==> src/rtl/reaction_pkg.sv <==
// Shared types and constants for the reaction-time game core.
//   state_t   : round-sequencing states
//   MS_W      : width of the millisecond result
//   MS_MAX    : saturation value of the millisecond result
//   LFSR_TAPS : feedback taps for x^13+x^4+x^3+x+1
//   lfsr_step : one Fibonacci shift of the 13-bit LFSR
package reaction_pkg;

    localparam int              MS_W      = 13;
    localparam logic [MS_W-1:0] MS_MAX    = 13'd8191;
    // Bit n-1 set for each polynomial term x^n (n = 13, 4, 3, 1).
    localparam logic [MS_W-1:0] LFSR_TAPS = 13'b1_0000_0000_1101;

    typedef enum logic [2:0] {
        IDLE,
        ARM,
        WAIT,
        GO,
        RESULT
    } state_t;

    // Shift toward the MSB, feedback enters at bit 0. Bit 12 is always a tap,
    // so the step is invertible and a nonzero state never reaches zero.
    function automatic logic [MS_W-1:0] lfsr_step(input logic [MS_W-1:0] v);
        return {v[MS_W-2:0], ^(v & LFSR_TAPS)};
    endfunction

endpackage

==> src/rtl/ms_prescaler.sv <==
// Millisecond prescaler: counts 0..CLK_PER_MS-1 and pulses tick on the last
// count, i.e. the cycle whose closing edge wraps the counter.
//   clk   : system clock
//   rst_n : asynchronous active-low reset
//   clr   : synchronous restart; after a clr edge the next tick is sampled
//           exactly CLK_PER_MS edges later
//   tick  : one-cycle millisecond pulse
module ms_prescaler #(
    parameter int CLK_PER_MS = 50000
) (
    input  logic clk,
    input  logic rst_n,
    input  logic clr,
    output logic tick
);

    localparam int            CW   = $clog2(CLK_PER_MS);
    localparam logic [CW-1:0] LAST = CW'(CLK_PER_MS - 1);

    logic [CW-1:0] r_cnt;

    always_ff @(posedge clk or negedge rst_n) begin
        if (!rst_n) begin
            r_cnt <= '0;
        end else if (clr || (r_cnt == LAST)) begin
            r_cnt <= '0;
        end else begin
            r_cnt <= r_cnt + 1'b1;
        end
    end

    assign tick = (r_cnt == LAST);

endmodule

==> src/rtl/reaction_timer.sv <==
// Reaction-time game core: random wait, GO light, reaction measurement in ms.
//   clk, rst_n   : system clock, asynchronous active-low reset
//   start        : one-cycle pulse, begins a round from IDLE or RESULT
//   btn          : one-cycle player press
//   led_go       : GO light, high only in GO
//   busy         : high in ARM, WAIT and GO
//   done         : RESULT after a valid press
//   false_start  : RESULT after a press during WAIT
//   timeout      : RESULT after the count saturated
//   ms_count     : live count in WAIT/GO, frozen result in RESULT
//
// state  | meaning
// IDLE   | after reset, waiting for start
// ARM    | one cycle: latch random target, clear count
// WAIT   | counting ms toward target; a press here is a false start
// GO     | light on, measuring reaction
// RESULT | flags and frozen count shown until next start
module reaction_timer
    import reaction_pkg::*;
#(
    parameter int              CLK_PER_MS   = 50000,
    parameter int              MIN_DELAY_MS = 1000,
    parameter logic [MS_W-1:0] RAND_MASK    = 13'h0FFF,
    parameter logic [MS_W-1:0] LFSR_SEED    = 13'h1ACE
) (
    input  logic            clk,
    input  logic            rst_n,
    input  logic            start,
    input  logic            btn,
    output logic            led_go,
    output logic            busy,
    output logic            done,
    output logic            false_start,
    output logic            timeout,
    output logic [MS_W-1:0] ms_count
);

    state_t          r_state;
    logic [MS_W-1:0] r_lfsr;
    logic [MS_W-1:0] r_target;

    logic            w_tick;
    logic            w_clr;
    logic            w_hit;
    logic [MS_W-1:0] w_ms_inc;
    logic [MS_W-1:0] w_target;

    assign w_ms_inc = ms_count + 1'b1;
    // The sum is deliberately truncated to 13 bits; a zero target then
    // means "go on the first tick".
    assign w_target = MS_W'(MIN_DELAY_MS) + (r_lfsr & RAND_MASK);
    assign w_hit    = w_tick && ((w_ms_inc == r_target) || (r_target == '0));
    // Restart the prescaler when entering WAIT (from ARM) and GO. The GO
    // entry already coincides with a wrap, clearing it keeps that explicit.
    assign w_clr    = (r_state == ARM) || ((r_state == WAIT) && !btn && w_hit);

    ms_prescaler #(
        .CLK_PER_MS (CLK_PER_MS)
    ) u_prescaler (
        .clk   (clk),
        .rst_n (rst_n),
        .clr   (w_clr),
        .tick  (w_tick)
    );

    always_ff @(posedge clk or negedge rst_n) begin
        if (!rst_n) begin
            r_state     <= IDLE;
            r_lfsr      <= LFSR_SEED;
            r_target    <= '0;
            led_go      <= 1'b0;
            busy        <= 1'b0;
            done        <= 1'b0;
            false_start <= 1'b0;
            timeout     <= 1'b0;
            ms_count    <= '0;
        end else begin
            r_lfsr <= lfsr_step(r_lfsr);
            case (r_state)
                IDLE: begin
                    if (start) begin
                        r_state  <= ARM;
                        busy     <= 1'b1;
                        ms_count <= '0;
                    end
                end
                ARM: begin
                    r_target <= w_target;
                    ms_count <= '0;
                    r_state  <= WAIT;
                end
                WAIT: begin
                    // A press wins over a coinciding target tick.
                    if (btn) begin
                        r_state     <= RESULT;
                        false_start <= 1'b1;
                        busy        <= 1'b0;
                    end else if (w_hit) begin
                        r_state  <= GO;
                        ms_count <= '0;
                        led_go   <= 1'b1;
                    end else if (w_tick) begin
                        ms_count <= w_ms_inc;
                    end
                end
                GO: begin
                    // A press keeps the pre-increment value even on the
                    // saturating tick.
                    if (btn) begin
                        r_state <= RESULT;
                        done    <= 1'b1;
                        led_go  <= 1'b0;
                        busy    <= 1'b0;
                    end else if (w_tick) begin
                        ms_count <= w_ms_inc;
                        if (w_ms_inc == MS_MAX) begin
                            r_state <= RESULT;
                            timeout <= 1'b1;
                            led_go  <= 1'b0;
                            busy    <= 1'b0;
                        end
                    end
                end
                RESULT: begin
                    if (start) begin
                        r_state     <= ARM;
                        busy        <= 1'b1;
                        done        <= 1'b0;
                        false_start <= 1'b0;
                        timeout     <= 1'b0;
                        ms_count    <= '0;
                    end
                end
                default: r_state <= IDLE;
            endcase
        end
    end

endmodule
==> config.mk <==
export PLATFORM = sky130hd
export DESIGN_NAME = reaction_timer
export DESIGN_NICKNAME = d
export VERILOG_FILES = /design/src/rtl/reaction_pkg.sv /design/src/rtl/ms_prescaler.sv /design/src/rtl/reaction_timer.sv
export SDC_FILE = /design/constraint.sdc
export NUM_CORES = 1
export LEC_CHECK = 0
export ABC_AREA = 1
export BUFFER_PORTS_ARGS = -buffer_cell sky130_fd_sc_hd__buf_2
export CORE_UTILIZATION = 56
export CTS_CLUSTER_SIZE = 25
export DETAILED_ROUTE_END_ITERATION = 8
export PLACE_DENSITY = 0.74
export SLEW_MARGIN = 20
export SYNTH_ARGS = -nofsm -noshare
export SYNTH_HDL_FRONTEND = slang
export SYNTH_SLANG_ARGS = --single-unit
export TNS_END_PERCENT = 1
==> constraint.sdc <==
create_clock -name clk -period 5.4 [get_ports clk]
set_input_delay 0.81 -clock clk [delete_from_list [all_inputs] [get_ports clk]]
set_output_delay 0.81 -clock clk [all_outputs]
set_load 0.01 [all_outputs]
# After elaboration in Yosys (flattened, before gate mapping)
# Index checks and enable logic that the tools add are counted.
# totals
ff_bits	63
latch_bits	0
ramBits	0
mem_bits_ro	0
input_bits	4
out_inout_bits	18
word_cells	86
mem_count	0
# classes
n_addsub	3
mul	0
div_mod_pow	0
magnitude_cmp	0
eq_ne	19
n_shift	0
n_mux	31
bitwise	0
reduce_logical	23
# op_table
operator	count
two-way mux 13 bit	5
case mux 13 bit (4 select lines)	1
two-way mux 3 bit	6
adder 16 x 1 -> 16 bit, second input constant	1
== test 16 bit, second input constant	1
two-way mux 16 bit	1
!= test 2 bit, second input constant	8
AND reduction 5 bit	3
adder 10 x 12 -> 13 bit, first input constant	1
adder 13 x 1 -> 13 bit, second input constant	1
== test 13 bit	1
== test 13 bit, second input constant	1
logical NOT 13 bit	1
XOR reduction 13 bit	1
two-way mux 1 bit	12
case mux 3 bit (4 select lines)	1
!= test 3 bit, second input constant	3
case mux 1 bit (2 select lines)	4
AND reduction 4 bit	2
== test 3 x 2 -> 1 bit, second input constant	2
AND reduction 3 bit	2
nonzero test 2 bit	3
nonzero test 4 bit	1
== test 3 x 1 -> 1 bit, second input constant	1
9 further kinds	13

# Longest topological paths before layout
# depth
depth_word	8
mapped_depth	16
mapped_depth_nobuf	16

# Modules after synthesis
# From an unflattened synthesis, not the netlist that was laid out.
# hier_totals
cells_unflattened	478
hier_area_um2	3656.0
# by_module_without_submodules
module	instances	cells_per_inst	area_each_um2	seq_area_each_um2
reaction_timer	1	355	2695.1	1186.1
ms_prescaler	1	123	960.9	400.4

# Least setup slack after synthesis
# Ideal clock, no wire load.
# synth_timing
kind	reg2reg
from	reg ms_count[0]
to	reg ms_count[10]
setup_ns	0.141
arrival_ns	1.925
required_ns	5.259
slack_ns	3.334
path_stages_with_launch	12
path_buffers	1
synth_period_minus_slack_ns	2.066
path_cell_list	dfrtp_1 > inv_2 > ha_1 > xor2_1 > nand2_1 > nor3_1 > nand3_2 > o21bai_4 > nand3_2 > nand2_4 > buf_12 > a21oi_2
# synth_between
elab_chain_len	7
word_cells_on_any_way	9
cone_classes	add/sub: 1; eq/ne: 1; mux: 5; reduce/logical: 2
# synth_lines
element	line	text
start: declaration	reaction_timer.sv:35	output logic [MS_W-1:0] ms_count
start signal: assignment	reaction_timer.sv:103	ms_count <= w_ms_inc;
start signal: assignment	reaction_timer.sv:115	ms_count <= w_ms_inc;
adder 13 x 1 -> 13 bit *	reaction_timer.sv:48	assign w_ms_inc = ms_count + 1'b1;
== test 13 bit	reaction_timer.sv:52	assign w_hit = w_tick && ((w_ms_inc == r_target) || (r_target == '0));
logical OR 1 bit	reaction_timer.sv:52	
logical AND 1 bit	reaction_timer.sv:52	
two-way mux 13 bit	reaction_timer.sv:98	end else if (w_hit) begin
two-way mux 13 bit	reaction_timer.sv:94	if (btn) begin
case mux 13 bit (4 select lines) *	reaction_timer.sv:79	case (r_state)
# Mark *: on every way between the ends. The rest lies on a longest branch, timed or not. The select of a mux whose other input is x is not followed.
# A chain may end at the register's enable or synchronous reset.

# Final worst setup path
# layout_timing
from	reg u_prescaler.r_cnt[0]
to	reg ms_count[2]
# layout_between
elab_chain_len	5
word_cells_on_any_way	7
cone_classes	eq/ne: 1; mux: 5; reduce/logical: 1
# layout_lines
element	line	text
start: declaration	ms_prescaler.sv:20	logic [CW-1:0] r_cnt;
start signal: assignment	ms_prescaler.sv:28	r_cnt <= r_cnt + 1'b1;
== test 16 bit *	ms_prescaler.sv:32	assign tick = (r_cnt == LAST);
two-way mux 13 bit or logical AND 1 bit (tied branches)	n/a	
two-way mux 13 bit	reaction_timer.sv:98	
two-way mux 13 bit	reaction_timer.sv:94	
case mux 13 bit (4 select lines) *	reaction_timer.sv:79	
# Marked as above.

==> flow_summary.yaml <==
synth:
  synth_seq_cells: 63
  synth_cell_types: 40
  seq_area_frac_synth_pct: 44.5
  synthArstFlopShare_pct: 100
  synth_top_area_share_pct: 38.6
  synthFlopType: "dfrtp_1"
  synth_warnings: 0
  synth-edff-count: 0
  syn-num-nets: 468
  syn_inst: 460
  synth_area_leaders: "dfrtp_1 (39%), nand2_1 (12%), inv_1 (6.8%)"
  synth_area_mm2: 0.00357
  yosysTopAreaCell: "dfrtp_1"
  postSynthAreaPerCell_um2: 7.75
route:
  wl_per_cell_um: 12.8
  drtAntennaViolNets: 0
  drt_iter0_drc: 180
  drc: 0
  post_drt_via_cell_ratio: 5.20
  via_count: 2956
  firstDrtPassIters: 4
  wirelength_um: 7280
global_route:
  grt_pass1_vias: 2805
  grt_remaining_overflow: 0
  grt_max_degree: 64
  grt.total_usage_pct: 25.0
  grt_pass1_wl_um: 12600
  antenna_found_initial: 0
timing:
  setup_viol: 0
  layout_min_cycle_time_ns: 2.65
  grt_setup_unrepaired: "false"
  finalSetupTns_ns: 0
  slew_viol_final: 0
  skew_ns: 0.00936
  final_hold_viol_count: 0
  max_freq_mhz: 377
  slew_headroom_pct: 49.7
  tightest_slew_ns: 0.755
  finalCritPeriodShare_pct: 49.1
power_and_ir_drop:
  p_seq_share_pct: 40.2
  p_int_mw: 0.969
  cellPowerDensity_mw_per_mm2: 366
  p_clk_share_pct: 33.3
  ir_drop_mv: 0.207
  p_leak_nw: 1.87
  swShare_pct: 33.6
  switchingPower_mw: 0.491
  combinationalPowerShare_pct: 26.5
clocking:
  clk_latency_ns: 0.34
  cts-buffers-inserted: 9
  hold_buffers: 0
  cts_root_buffer: "clkbuf_8"
  cts_tree: "built"
  post_cts_resized: 0
  cts_max_level: 3
  postCtsSetupBuffers: 0
  clk_path_buf_depth: 2
  path_clk_slew_ns: 0.07
  cts_sinks: 63
floorplanning:
  die_x_um: 81.8
  start_util_pct: 59.2
  die-area_mm2: 0.00669
  die_h_um: 81.8
  std_cell_rows: 28
  ios: 22
  core_area_mm2: 0.00603
finish:
  num_antenna_cells: 0
  multi_input_area_mm2: 0.00168
  nFillCells: 523
  areaGrowthSynthToFinish_pct: 11.7
  post_route_cells_drive_above_1_share_pct: 17.4
  layoutNonFillerInstCount: 568
  seq_area_mm2: 0.00159
  fin_nets: 496
worst_setup_path:
  criticalPathCategory: "reg -> reg"
  endpoint_kind: "flop"
  cp_top_family: "simple AND/OR/NAND/NOR gates"
  cp-start-kind: "flop"
  arrival_ns: 2.92
  crit_top_cell: "inv_1"
  crit_fanout: 13
  slowest_stage: "nor2_1"
  crit_chain: "ha_1, nand2_1, inv_1, nand2_1, nor2_1, inv_1, nor3_1, inv_1, nor2_1, inv_2, o21ai_1, inv_1, a21oi_1"
  crit_buf_inv: 5
  cpPeakStageDelay_ns: 0.51
  required_ns: 5.67
placed_design:
  hpwl_um: 5200
  finalWeightedCongestion: 0.833
  io_buffers: 21
  placed_cells: 552
hold_path:
  hold_path_class: "reg -> reg"
run:
  maxCapViolations: 0
status:
  outcome: "finished clean"
==> worst register-to-register path: stages (launching register included) <==
cell and delay, ns:
dfrtp_1 0.37, ha_1 0.17, nand2_1 0.05, inv_1 0.06, nand2_1 0.10, nor2_1 0.15
inv_1 0.05, nor3_1 0.43, inv_1 0.11, nor2_1 0.51, inv_2 0.24, o21ai_1 0.18
inv_1 0.05, a21oi_1 0.10
==> registers in the layout, summed over array words and instances (netlist names) <==
signal,count
r_state,3
u_prescaler.r_cnt,16
r_lfsr,13
r_target,13
ms_count,13
busy,1
done,1
false_start,1
led_go,1
timeout,1
==> layout make-up <==
| type | count | area share (%) |
|---|---|---|
| clock buffer | 12 | 4.15 |
| clock inverter | 4 | 1.92 |
| inverter | 69 | 6.50 |
| multi-input combinational | 321 | 42.1 |
| sequential | 63 | 39.8 |
| tap | 75 | 2.36 |
| timing repair buffer | 24 | 3.20 |
==> logic make-up (layout without fill, tap and decap cells) <==
logic type	count (synthesis)	in the layout	synth area share, %
AOI/OAI and AO/OA	57	57	10.4
and+or+nand+nor	245	245	31.1
adders and majority gates	4	4	1.40
DFF	63	63	44.5
xor gates and xnor gates	15	15	4.10
buffers and inverters	76	109	8.53
==> power by group through the flow <==
stage	Combinational (mW)	Clock [mW]	Sequential, mW
CTS	0.391	0.494	0.586
global route	0.445	0.520	0.597
finish	0.387	0.486	0.586
floorplan	0.297	0	0.596
global placement	0.378	0	0.592
detailed placement	0.387	0	0.593
==> layout by cell type (no fill, tap or decap), types with 2 or more instances in the layout <==
master | netlist | routed
nor3_1 | 12 | 12
nand3_1 | 26 | 26
clkbuf_8 | 0 | 12
bufinv_16 | 0 | 2
dfrtp_1 | 55 | 55
nand2_2 | 7 | 7
dfstp_2 | 8 | 8
buf_4 | 0 | 3
o21ai_1 | 7 | 7
a21oi_2 | 11 | 11
ha_1 | 4 | 4
nor2_2 | 3 | 3
nor4_1 | 3 | 3
o21ai_0 | 17 | 17
nand3_2 | 4 | 4
buf_2 | 2 | 21
nor2_4 | 2 | 2
nand4_1 | 7 | 7
nand2_1 | 110 | 110
o21bai_1 | 2 | 2
a211oi_1 | 2 | 2
a21oi_1 | 10 | 10
inv_1 | 65 | 65
xnor2_1 | 4 | 4
xor2_1 | 10 | 10
inv_2 | 4 | 4
nor3b_1 | 3 | 3
nor2_1 | 61 | 61
nor3_2 | 2 | 2
o21a_1 | 2 | 2
nand3b_1 | 2 | 2
==> cell usage after synthesis, types with 3 or more instances <==
master      n
a21oi_1    10
a21oi_2    11
clkbuf_1    4
dfrtp_1    55
dfstp_2     8
ha_1        4
inv_1      65
inv_2       4
nand2_1   110
nand2_2     7
nand3_1    26
nand3_2     4
nand4_1     7
nor2_1     61
nor2_2      3
nor3_1     12
nor3b_1     3
nor4_1      3
o21ai_0    17
o21ai_1     7
xnor2_1     4
xor2_1     10
==> metal layers <==
metal / global-route usage [%] / routed length, µm
met1: 32.6 / 3500
met2: 40.0 / 3390
met3: 6.89 / 280
met4: 8.07 / 108
met5: 0 / 0
==> final timing paths <==
path	startpoint	to	slack, ns	cells past startpoint
max	u_prescaler.r_cnt[0]$_DFF_PN0_	ms_count[2]$_DFFE_PN0P_	2.75	13
min	r_lfsr[1]$_DFF_PN1_	r_lfsr[2]$_DFF_PN1_	0.37	0
max reg2reg	u_prescaler.r_cnt[0]$_DFF_PN0_	ms_count[2]$_DFFE_PN0P_	2.75	13
min reg2reg	r_lfsr[1]$_DFF_PN1_	r_lfsr[2]$_DFF_PN1_	0.37	0
max in group asynchronous	rst_n	r_lfsr[4]$_DFF_PN0_	4.27	2
min in group asynchronous	rst_n	ms_count[4]$_DFFE_PN0P_	0.61	2
==> through the flow <==
step | setup slack [ns] | instance area (µm²) | total power, mW | hold WS [ns] | utilization, %
after floorplan | 3.33 | 3570 | 0.893 | 0.354 | -
after global placement | 2.84 | 3740 | 0.970 | 0.357 | 62.1
after detailed placement | 2.72 | 3740 | 0.980 | 0.357 | 62.1
after CTS | 2.80 | 3980 | 1.47 | 0.367 | 66.1
after global routing | 2.38 | 3980 | 1.56 | 0.378 | 66.1
final | 2.75 | 3980 | 1.46 | 0.366 | 66.1
Note: power is estimated with default switching activity, not from simulation.
